File: src/rtl/pc_state_sequencer.sv
// pc_state_sequencer: multicycle FETCH/DECODE/EXECUTE/MEMORY/WRITEBACK sequencer owning the PC; optional SEQ_STALL_EN adds a stall input
module pc_state_sequencer #(
    parameter int IMEM_DEPTH = 15,
    parameter int CNT_W = 16
) (
    input  logic             clk,
    input  logic             rst,
`ifdef SEQ_STALL_EN
    input  logic             stall,
`endif
    input  logic [6:0]       opcode,
    input  logic             branch_taken,
    input  logic [31:0]      branch_off,
    output logic [31:0]      PC,
    output logic [3:0]       state,
    output logic             halted,
    output logic [CNT_W-1:0] retired
);
    typedef enum logic [3:0] {
        FETCH = 4'b0000, DECODE = 4'b0001, EXECUTE = 4'b0010,
        MEMORY = 4'b0011, WRITEBACK = 4'b0100, HALT = 4'b1111
    } state_t;
    typedef enum logic [1:0] {C_ALU, C_LOAD, C_STORE, C_BR} cls_t;
    state_t st, st_n;
    cls_t cls, cls_n, dec;
    logic [31:0] pc_n;
    logic [CNT_W-1:0] ret_n;
    logic legal, done, hold;
`ifdef SEQ_STALL_EN
    assign hold = stall;
`else
    assign hold = 1'b0;
`endif
    assign state = st;
    assign legal = opcode == 7'b0110011 || opcode == 7'b0010011 || opcode == 7'b0000011 ||
                   opcode == 7'b0100011 || opcode == 7'b1100011;
    assign dec = opcode == 7'b0000011 ? C_LOAD :
                 opcode == 7'b0100011 ? C_STORE :
                 opcode == 7'b1100011 ? C_BR : C_ALU;
    always_comb begin
        st_n = st;
        cls_n = cls;
        pc_n = PC;
        ret_n = retired;
        done = 1'b0;
        case (st)
            FETCH:     st_n = DECODE;
            DECODE: begin
                cls_n = dec;
                st_n = legal ? EXECUTE : HALT;
            end
            EXECUTE: begin
                st_n = cls == C_ALU ? WRITEBACK : MEMORY;
                done = cls == C_BR;
            end
            MEMORY: begin
                st_n = cls == C_LOAD ? WRITEBACK : FETCH;
                done = cls != C_LOAD;
            end
            WRITEBACK: done = 1'b1;
            default:   st_n = HALT;
        endcase
        if (done) begin
            pc_n = (cls == C_BR && branch_taken) ? PC + branch_off : PC + 32'd1;
            ret_n = &retired ? retired : retired + 1'b1;
            st_n = pc_n >= 32'(IMEM_DEPTH) ? HALT : FETCH;
        end
    end
    always_ff @(posedge clk) begin
        if (rst) begin
            st <= FETCH;
            cls <= C_ALU;
            PC <= '0;
            retired <= '0;
            halted <= 1'b0;
        end else if (!hold) begin
            st <= st_n;
            cls <= cls_n;
            PC <= pc_n;
            retired <= ret_n;
            halted <= st_n == HALT;
        end
    end
endmodule

File: config.mk
export PLATFORM = sky130hd
export DESIGN_NAME = pc_state_sequencer
export DESIGN_NICKNAME = d
export VERILOG_FILES = /design/src/rtl/pc_state_sequencer.sv
export SDC_FILE = /design/constraint.sdc
export NUM_CORES = 1
export LEC_CHECK = 0
export ABC_AREA = 1
export BUFFER_PORTS_ARGS = -buffer_cell sky130_fd_sc_hd__buf_4
export CORE_MARGIN = 3
export CORE_UTILIZATION = 35
export DETAILED_ROUTE_END_ITERATION = 12
export GPL_TIMING_DRIVEN = 0
export HOLD_SLACK_MARGIN = 0.1
export PLACE_DENSITY = 0.59
export SLEW_MARGIN = 25
export SYNTH_ARGS = -nofsm -noshare
export SYNTH_HDL_FRONTEND = slang
export SYNTH_SLANG_ARGS = --single-unit
File: constraint.sdc
create_clock -name clk -period 8.4 [get_ports clk]
set_clock_uncertainty 0.2 [all_clocks]
set_input_delay 1.68 -clock clk [delete_from_list [all_inputs] [get_ports clk]]
set_output_delay 1.68 -clock clk [all_outputs]
set_load 0.01 [all_outputs]
* Word-level counts from Yosys, hierarchy flattened
Cells that the tools add are included.
Word-level totals: register bits after elaboration 55, bits of input ports 42, output and inout bits 53, logic and storage cells 43
Cells by class: add/subtract/negate cells 3, order comparisons 1, equality and inequality tests 13, mux-type cells 11, bitwise logic cells 1, reductions and logical operators 9
Operators with widths (count):
- adder 32 x 1 -> 32 bit, second input constant | 1
- adder 32 bit | 1
- >= comparator 32 x 4 -> 1 bit, second input constant | 1
- 2-to-1 mux 32 bit | 1
- one-hot mux 4 bit (5 select lines) | 1
- adder 16 x 1 -> 16 bit, second input constant | 1
- AND reduction 16 bit | 1
- == test 7 x 6 -> 1 bit, second input constant | 2
- 2-to-1 mux 4 bit | 3
- == test 4 x 2 -> 1 bit, second input constant | 2
- == test 7 x 2 -> 1 bit, second input constant | 1
- == test 7 x 5 -> 1 bit, second input constant | 1
- == test 7 bit, second input constant | 1
- 2-to-1 mux 2 bit | 3
- 2-to-1 mux 3 bit | 2
- == test 4 x 1 -> 1 bit, second input constant | 1
- == test 4 x 3 -> 1 bit, second input constant | 1
- == test 4 bit, second input constant | 1
- logical NOT 4 bit | 1
- logical OR 1 bit | 4
- one-hot mux 1 bit (3 select lines) | 1
- == test 2 x 1 -> 1 bit, second input constant | 1
- == test 2 bit, second input constant | 1
- logical NOT 2 bit | 1
- other kinds (4) | 4

* Longest topological paths before layout
depth in word-level cells 9, gate-level depth with buffers 22

* Worst setup path before layout
OpenSTA, ideal clock, no wires.
path kind input to register, from in branch_taken, to reg halted, arrival time 3.894 ns, data required time 8.068 ns, path slack 4.173 ns, stages 20, path buffers 1, path through nand3_1 > clkbuf_1 > or2_2 > ha_1 > inv_1 > fa_1 > inv_1 > nand3_1 > nand3_1 > nand2_1 > nand3b_1 > nand2_1 > nand3_1 > nand2_1 > nor2_1 > nand2_1 > nor2_1 > nand3_1 > nand2_2 > a21oi_1
On the way: longest elaborated chain between the ends 6
Ends and longest elaborated chain:
- start: declaration | RTL line 12 | input logic branch_taken,
- logical AND 1 bit | RTL line 64 | pc_n = (cls == C_BR && branch_taken) ? PC + branch_off : PC + 32'd1;
- 2-to-1 mux 32 bit | RTL line 64
- >= comparator 32 x 4 -> 1 bit | RTL line 66 | st_n = pc_n >= 32'(IMEM_DEPTH) ? HALT : FETCH;
- 2-to-1 mux 4 bit | RTL line 66
- 2-to-1 mux 4 bit | RTL line 63 | if (done) begin
- == test 4 bit | RTL line 81 | halted <= st_n == HALT;
- end signal: assignment | RTL line 75 | halted <= 1'b0;
- end signal: assignment | RTL line 81
- end: declaration | RTL line 16 | output logic halted,
Every way passes these cells. A chain may end at the register's enable or synchronous reset.

* Worst setup path after layout
from in branch_taken, to reg st[1] (netlist: state[1])
On the way: longest elaborated chain between the ends 5
Ends and longest elaborated chain:
- logical AND 1 bit | RTL line 64
- 2-to-1 mux 32 bit | RTL line 64
- >= comparator 32 x 4 -> 1 bit | RTL line 66
- 2-to-1 mux 4 bit | RTL line 66
- 2-to-1 mux 4 bit | RTL line 63
- end signal: assignment | RTL line 77 | st <= st_n;
- end: declaration | RTL line 24 | state_t st, st_n;
Every way passes these cells.

==> metrics.txt <==
outcome finished, final reports clean; CTS buffer count 5; worst-margin pin slew 757.6 ps; fin crit share 58.25%; Synth area leader nand2_1; post-route cell area 6180 µm²; Post-CTS Setup Bufs 0; Avg Cell Area, Syn 5.605 µm²; I/O Pins 95; Sw Ratio 42.72%; final setup vio count 0; number of flops mapped to enable cells by yosys 0; Crit Path Class in2reg; worst slack, placed 3209 ps; GRT Overall Usage 20.76%; P_leak 0.003460 µW; synthesized flop and latch total 55; die area 16040 µm²; Bufs and invs on worst path 4; largest net degree at the start of global routing 20; Min-Delay Path Class reg2reg; routed wire length 16600 µm; Layout fillers 1613; WP data required 8380 ps; fmax 204.4 MHz; Final Max Slew Viols 0; register area share after synthesis 21.61%; Int Pwr 610.3 µW; dpl cells 1183; crit start category primary input; peak fanout along the critical path 10; Synth area leaders nand2_1 22%, dfxtp_1 22%, inv_1 14%; routability cong. 0.9626; R2R cell count 19; slowest stage cell, crit path clkbuf_1; Final min period 4893 ps; Post-Route Utilization 44.01%; area delta synth->final 21.29%; final cell count without fillers 1191; layout cells sized above 1 12.27%; Reg clk slew, reported paths 80 ps; CTS H-tree lvls 2; CTS tree yes; Row Count 43; distinct cell type count of the synthesized netlist 38; kind of cell adding the most delay to the critical path simple AND/OR/NAND/NOR gates; port buffer count 94; Comb power frac 45.4%; Worst VDD drop 0.08823 mV; Post-CTS Resized 0; async set-or-reset flop fraction in the synthesized netlist 0%; root buf cell clkbuf_16; Crit path depth 20; initial DRC count 402; post-DP HPWL 13610 µm; max-capacitance violation count 0; core area 14040 µm²; Cells after Synth 909; cells along the critical path buf_4 -> nand3_1 -> clkbuf_1 -> or2_2 -> ha_1 -> inv_1 -> fa_1 -> inv_1 -> nand3_1 -> nand3_1 -> nand2_1 -> nand2_1 -> xnor2_1 -> nand3_1 -> nor2_1 -> nand2_1 -> nor2_1 -> nand3_1 -> nand2_2 -> a21oi_1; Hold Fails Final Rpt 0; DRC Markers 0; Synth top area share 21.73%; Clock power frac 21.8%; Synth Flop Type dfxtp_1; synth warn 0; Vias/cell 4.743; WHS Path Cells 2; ANT cells 0; clk_lat worst skew 320 ps; Die W 126.7 µm; vias in the first global route 5180; sw power 455.2 µW; sum of negative setup slack 0 ps; Seq pwr share 32.8%; routed len/inst 13.94 µm; sinks on the clock net 55; relative slew slack 49.49%; net count after synthesis 984; PD cells 172.4 nW/µm²; CP Capture Type flip-flop; footprint of the multi-input gates 3207 µm²; Antenna Violating Nets Remaining 0; dpl cell area 6026 µm²; first-pass GRT wire length 26560 µm; initial core utilization 36.28%; Crit path largest cell delay 480 ps; most frequent cells in the layout 295 x nand2_1, 190 x inv_1, 97 x nor2_1; most common cell after layout, fill and taps aside nand2_1; DRT Pass-1 Iters 5; synthesized cell area 5095 µm²; clock buffer depth 2; hold_buf cts 0; initial antenna violation count 0; crit path DAT 4870 ps; Die H 126.7 µm; post-layout net count 1085; unrepaired setup endpoints after global routing no; Via Count 5649; Reg area 1101 µm²; most frequent CP cell nand3_1; worst setup margin 3507 ps; total grt overflow 0
-- metrics by stage --
step                total power, µW  hold WS (ps)
finish                         1066         307.1
floorplan                     648.3         285.0
global route                   1147         332.0
global placement              838.4         292.0
CTS                            1073         304.9
detailed placement            835.5         287.0
-- kinds of logic after synthesis --
kind of cell / share of synthesized area, %
buffers and inverters: 15.45
DFF: 21.61
and+or+nand+nor: 42.78
adders and majority gates: 8.251
xor gates and xnor gates: 2.063
AOI/OAI and AO/OA: 9.848
-- flip-flops by register name (all words and copies together) (netlist names) --
register / count
PC: 32
retired: 16
state: 4
cls: 2
halted: 1
-- Yosys cell counts (4+ instances only) --
| cell type | instances |
|---|---|
| and3_1 | 4 |
| nor2_1 | 97 |
| a21oi_1 | 32 |
| o21ai_0 | 40 |
| nor3_1 | 14 |
| and2_1 | 5 |
| ha_1 | 32 |
| dfxtp_1 | 55 |
| nand2_1 | 295 |
| nand3b_1 | 5 |
| inv_1 | 190 |
| inv_2 | 4 |
| clkbuf_1 | 12 |
| nand3_1 | 51 |
| a31oi_1 | 16 |
| nand4_1 | 13 |
| xnor2_1 | 9 |
-- area by class of cell --
cell class                      instances  share of cell area (%)
Multi-Input combinational cell        645                   51.89
Buffer                                 14                  0.8706
Clock buffer                            5                   2.025
Clock inverter                          3                  0.4657
Sequential cell                        55                   17.82
Timing Repair Buffer                   94                   11.42
Inverter                              195                   11.86
Tap cell                              180                   3.644
-- worst paths after layout --
path         slack [ps]                   to                 from
max                3510  state[1]$_SDFF_PP0_         branch_taken
min                 310   PC[3]$_SDFFE_PP0P_   PC[3]$_SDFFE_PP0P_
max reg2reg        4620  state[1]$_SDFF_PP0_  cls[0]$_SDFFE_PP0P_
min reg2reg         310   PC[3]$_SDFFE_PP0P_   PC[3]$_SDFFE_PP0P_
-- per-layer routing --
metal,share of wire [%],vias to the layer above,track usage (%)
li1,-,3015,-
met1,49,2480,29.34
met2,45,141,33.69
met3,5.2,13,3.158
met4,1.3,0,4.164
met5,0,-,0
-- tightest hold or removal path: cells and delay by family (launching register included) --
kind             cells  cell delay (ps)
flip-flops           1              340
AND/OR/NAND/NOR      2              130
-- power by group through the flow --
stage	logic, µW	clock network [µW]	registers [µW]
after floorplan	278	0	371
after global placement	483	0	355
after detailed placement	480	0	355
after CTS	483	240	350
after global routing	537	252	358
final	483	232	350
Note: power is estimated with default switching activity, not from simulation.
